`src/rtl/smac_seq_ctrl.sv`:
```
// Bit-serial SMAC lane sequencer: pair k loads 1+(P+1)k cycles after start, result valid after 1+(P+1)len; hold stalls LOAD/BITS, result held until res_ready.
// Optional macro SMAC_ZERO_SKIP_EN: zero weight words are consumed in one LOAD cycle without entering BITS.
module smac_seq_ctrl #(
    parameter int Pw = 8,
    parameter int VW = 8
) (
    input  logic                    clk,
    input  logic                    rst,
    input  logic                    start,
    input  logic [1:0]              par_sel_Pw,
    input  logic [VW-1:0]           vec_len,
    input  logic                    in_valid,
    input  logic                    in_w_zero,
    output logic                    in_ready,
    input  logic                    hold,
    output logic                    w_load,
    output logic                    w_cnt,
    output logic                    cnt_clear,
    output logic                    acc_clear,
    output logic                    acc_en,
    output logic                    bit_msb,
    output logic [$clog2(Pw)-1:0]   bit_idx,
    output logic                    res_valid,
    input  logic                    res_ready,
    output logic                    busy,
    output logic                    done
);
    localparam int BW = $clog2(Pw);

    typedef enum logic [1:0] {S_IDLE, S_LOAD, S_BITS, S_RESULT} state_t;

    state_t          r_state;
    logic [BW-1:0]   r_pm1;
    logic [BW-1:0]   r_bit_idx;
    logic [VW-1:0]   r_len;
    logic [VW-1:0]   r_elem_cnt;
    logic            r_done;

    logic            w_start_ok;
    logic            w_pair_hs;
    logic            w_skip;
    logic            w_last_elem;
    logic            w_last_bit;
    logic            w_bit_step;
    logic            w_res_hs;

    assign w_start_ok  = (r_state == S_IDLE) && start && (vec_len != '0);
    assign w_pair_hs   = (r_state == S_LOAD) && in_valid && !hold;
    assign w_last_elem = (r_elem_cnt == r_len - VW'(1));
    assign w_last_bit  = (r_bit_idx == r_pm1);
    assign w_bit_step  = (r_state == S_BITS) && !hold;
    assign w_res_hs    = (r_state == S_RESULT) && res_ready;

`ifdef SMAC_ZERO_SKIP_EN
    assign w_skip = w_pair_hs && in_w_zero;
`else
    logic w_unused_zero;
    assign w_unused_zero = in_w_zero;
    assign w_skip        = 1'b0;
`endif

    always_ff @(posedge clk) begin
        if (rst) begin
            r_state    <= S_IDLE;
            r_pm1      <= '0;
            r_bit_idx  <= '0;
            r_len      <= '0;
            r_elem_cnt <= '0;
            r_done     <= 1'b0;
        end else begin
            r_done <= w_res_hs;
            case (r_state)
                S_IDLE: begin
                    if (w_start_ok) begin
                        // Codes 10 and 11 both select full 8-bit precision
                        case (par_sel_Pw)
                            2'b00:   r_pm1 <= BW'(3);
                            2'b01:   r_pm1 <= BW'(5);
                            default: r_pm1 <= BW'(7);
                        endcase
                        r_len      <= vec_len;
                        r_elem_cnt <= '0;
                        r_bit_idx  <= '0;
                        r_state    <= S_LOAD;
                    end
                end
                S_LOAD: begin
                    if (w_pair_hs) begin
                        if (w_skip) begin
                            if (w_last_elem) r_state <= S_RESULT;
                            else             r_elem_cnt <= r_elem_cnt + VW'(1);
                        end else begin
                            r_bit_idx <= '0;
                            r_state   <= S_BITS;
                        end
                    end
                end
                S_BITS: begin
                    if (w_bit_step) begin
                        if (w_last_bit) begin
                            r_bit_idx <= '0;
                            if (w_last_elem) begin
                                r_state <= S_RESULT;
                            end else begin
                                r_elem_cnt <= r_elem_cnt + VW'(1);
                                r_state    <= S_LOAD;
                            end
                        end else begin
                            r_bit_idx <= r_bit_idx + BW'(1);
                        end
                    end
                end
                S_RESULT: begin
                    if (res_ready) r_state <= S_IDLE;
                end
                default: r_state <= S_IDLE;
            endcase
        end
    end

    assign in_ready  = (r_state == S_LOAD) && !hold;
    assign w_load    = w_pair_hs && !w_skip;
    assign w_cnt     = w_bit_step;
    assign acc_en    = w_bit_step;
    assign bit_msb   = w_bit_step && w_last_bit;
    assign bit_idx   = r_bit_idx;
    assign acc_clear = w_start_ok;
    assign cnt_clear = w_start_ok || w_res_hs;
    assign res_valid = (r_state == S_RESULT);
    assign busy      = (r_state != S_IDLE);
    assign done      = r_done;

endmodule

```
`config.mk`:
```
export PLATFORM = sky130hd
export DESIGN_NAME = smac_seq_ctrl
export DESIGN_NICKNAME = d
export VERILOG_FILES = /design/src/rtl/smac_seq_ctrl.sv
export SDC_FILE = /design/constraint.sdc
export NUM_CORES = 1
export LEC_CHECK = 0
export ABC_AREA = 0
export CAP_MARGIN = 20
export CORE_ASPECT_RATIO = 1.1
export CORE_MARGIN = 10
export CORE_UTILIZATION = 55
export CTS_CLUSTER_DIAMETER = 120
export DETAILED_ROUTE_END_ITERATION = 8
export PLACE_DENSITY = 0.84
export SLEW_MARGIN = 0
export SYNTH_ARGS = -nofsm -noshare
export SYNTH_HDL_FRONTEND = slang
export SYNTH_SLANG_ARGS = --single-unit
```
`constraint.sdc`:
```
create_clock -name clk -period 5.87 [get_ports clk]
set_clock_uncertainty 0.1 [all_clocks]
set_input_delay 1.174 -clock clk [delete_from_list [all_inputs] [get_ports clk]]
set_output_delay 1.174 -clock clk [all_outputs]
set_load 0.05 [all_outputs]
```
==> qor.txt <==
Status = complete, no violations
Total CTS buffers = 3
CTS Buffer Depth = 2
Pwr Total = 683 µW
Clock root cell = clkbuf_4
Row count = 19
Commonest non-fill, non-tap cell in the layout = clkdlybuf4s50_1
Clock sinks = 25
CTS tree = done
Placer Congestion = 0.899
Endpoints failing setup = 0
Initial Utilization = 58.7%
Comb pwr share = 53.3%
Setup TNS = 0 ns
Worst EP arrival = 3.32 ns
#FFs+latches synth = 25
Fin. Hold Viols = 0
Sequential Power Share = 35.1%
DIE AREA = 5230 µm²
DR iter-0 viols = 64
Ports = 30
Sw Share = 46.1%
Ys Warns = 0
Maximum VDD drop = 0.351 mV
Total track usage = 13.6%
Crit end category = output pin
Nets = 228
Setup crit start = vec_len[7]
Vias = 1413
Hold Path Class = flop to flop
CTS clock-pin slew for the worst setup and hold paths = 0.14 ns
Max_slew headroom = 48.2%
RSZ-0062 raised after global routing = no
Post-Layout Inst Area = 1800 µm²
Max-slew violations = 0
Number of synthesized flops with an enable pin = 0
Post-synthesis cell type count = 44
# resized after CTS = 0
Clock Power Share = 11.6%
Fin crit share = 78.2%
Post-CTS setup repair buffer count = 0
Core Util, Final = 70.1%
Worst Hold Launch = bit_idx[2]$_SDFFE_PP0P_
Most frequent cells in the layout = clkdlybuf4s50_1, nor2_1, dfxtp_1
WL/cell = 15.1 µm
Critical Path RT = 4.60 ns
Total gr overflow = 0
Crit path max fanout = 4
TritonRoute pass-1 iters = 4
Synth Net Count = 203
Async SR Flop Fraction = 0%
Worst Max-Slew Pin Slew = 0.775 ns
Worst reg2reg startpoint = r_len[0]$_SDFFE_PP0P_
Antenna diodes = 0
Max Cap Viol = 0
Final period demand of the worst path = 4.59 ns
WL final = 3600 µm
Post-Syn Area per Cell = 8.23 µm²
Initial antenna violation count = 0
Top achievable clock speed = 218 MHz
Via density = 5.94
Die W = 69.9 µm
Fill count = 213
Port Buf Inserts = 28
DRC viols = 0
Top FF cell, synth = dfxtp_1
CTS Hold Buffers Added = 0
Nature of the critical path startpoint = primary input
H-tree lvl count = 1
Crit path kind = primary input to output pin
Pin count of the biggest net entering global routing = 22
Synthesized instance count = 183
Power Dens Cells = 379 nW/µm²
First-pass GRT wire length = 5960 µm
Post-route ant nets = 0
Die Ht = 74.9 µm
Area after DPL = 1770 µm²
Worst skew pair latency = 0.33 ns
Switch Pwr = 315 µW
Cell Int Power = 368 µW
Register area share after synthesis = 33.2%
Area growth syn-to-layout = 19.4%
DPL Wire Length = 2810 µm
Static Leakage = 0.647 nW
Mapped Area = 1510 µm²
CORE AREA = 2570 µm²
Vias in the first global route = 1299
Fraction of layout cells with a size suffix above 1 = 5.80%
-- worst max-delay path, stage by stage --
cell	delay, ns
clkdlybuf4s50_1	0.43
or4_1	0.55
o21ai_1	0.32
nor2_1	0.13
clkdlybuf4s50_1	0.72
-- Yosys cell counts (all sizes together), types with 2 or more instances --
library cell,n,area (µm²)
a211oi,5,37.5
a21oi,10,50.1
buf,3,30.0
clkbuf,6,33.8
dfxtp,25,500
ha,3,37.5
inv,6,22.5
mux2i,10,100
nand2,11,41.3
nand2b,6,37.5
nand3,6,30.0
nand4,3,18.8
nand4b,2,17.5
nor2,27,101
nor2b,2,12.5
nor3,6,30.0
o211ai,2,15.0
o21ai,8,40.0
o31ai,3,22.5
or2,2,12.5
or3,5,31.3
or4,7,56.3
xnor2,6,52.6
xor2,4,35.0
-- layer usage --
| layer | GRT usage (%) | wire length [µm] | vias up |
|---|---|---|---|
| li1 | - | - | 717 |
| met1 | 15.9 | 1540 | 644 |
| met2 | 23.3 | 1780 | 46 |
| met3 | 3.29 | 198 | 6 |
| met4 | 6.36 | 77 | 0 |
| met5 | 0 | 0 | - |
-- kinds of logic (layout without fill, tap and decap cells) --
logic type,Yosys count,in the layout,share of synthesized area (%)
flops,25,25,33.2
simple gates,83,83,29.0
fa+ha+maj,3,3,2.49
xor+xnor,10,10,5.81
compound gates,36,36,16.4
mux,11,11,7.39
buf+inv,15,39,5.73
-- sequential cells by signal (all words and copies together), names as in the netlist --
| name | count |
|---|---|
| bit_idx | 3 |
| done | 1 |
| r_elem_cnt | 8 |
| r_len | 8 |
| r_pm1 | 3 |
| r_state | 2 |
-- layout make-up --
| cell class | count | area (µm²) | area share [%] |
|---|---|---|---|
| inverters | 6 | 22.5 | 1.25 |
| clock inverters | 1 | 7.51 | 0.417 |
| clock buffers | 3 | 22.5 | 1.25 |
| flip-flops and latches | 25 | 500 | 27.8 |
| well taps | 31 | 38.8 | 2.16 |
| repair buffers | 29 | 288 | 16.0 |
| multi-input cells | 143 | 920 | 51.1 |
-- metrics by stage --
step           worst slack, ns  hold WS, ns  std cells
2_1_floorplan             2.05        0.362        183
3_3_place_gp              1.28        0.376        234
3_5_place_dp              1.28        0.386        234
4_1_cts                   1.27        0.410        238
5_1_grt                   1.23        0.430        238
6_report                  1.28        0.407        238
-- worst paths after layout --
path,to,slack (ns),cells past startpoint
max,acc_clear,1.28,5
min,bit_idx[2]$_SDFFE_PP0P_,0.41,2
max reg2reg,r_elem_cnt[3]$_SDFFE_PP0P_,3.38,6
min reg2reg,bit_idx[2]$_SDFFE_PP0P_,0.41,2
-- power by group through the flow --
stage	clock (mW)	sequential (mW)	combinational, mW
final	0.0790	0.240	0.364
after global routing	0.0873	0.246	0.401
after CTS	0.0794	0.239	0.367
after detailed placement	0	0.242	0.365
after global placement	0	0.240	0.352
after floorplan	0	0.229	0.288
Note: power is estimated with default switching activity, not from simulation.
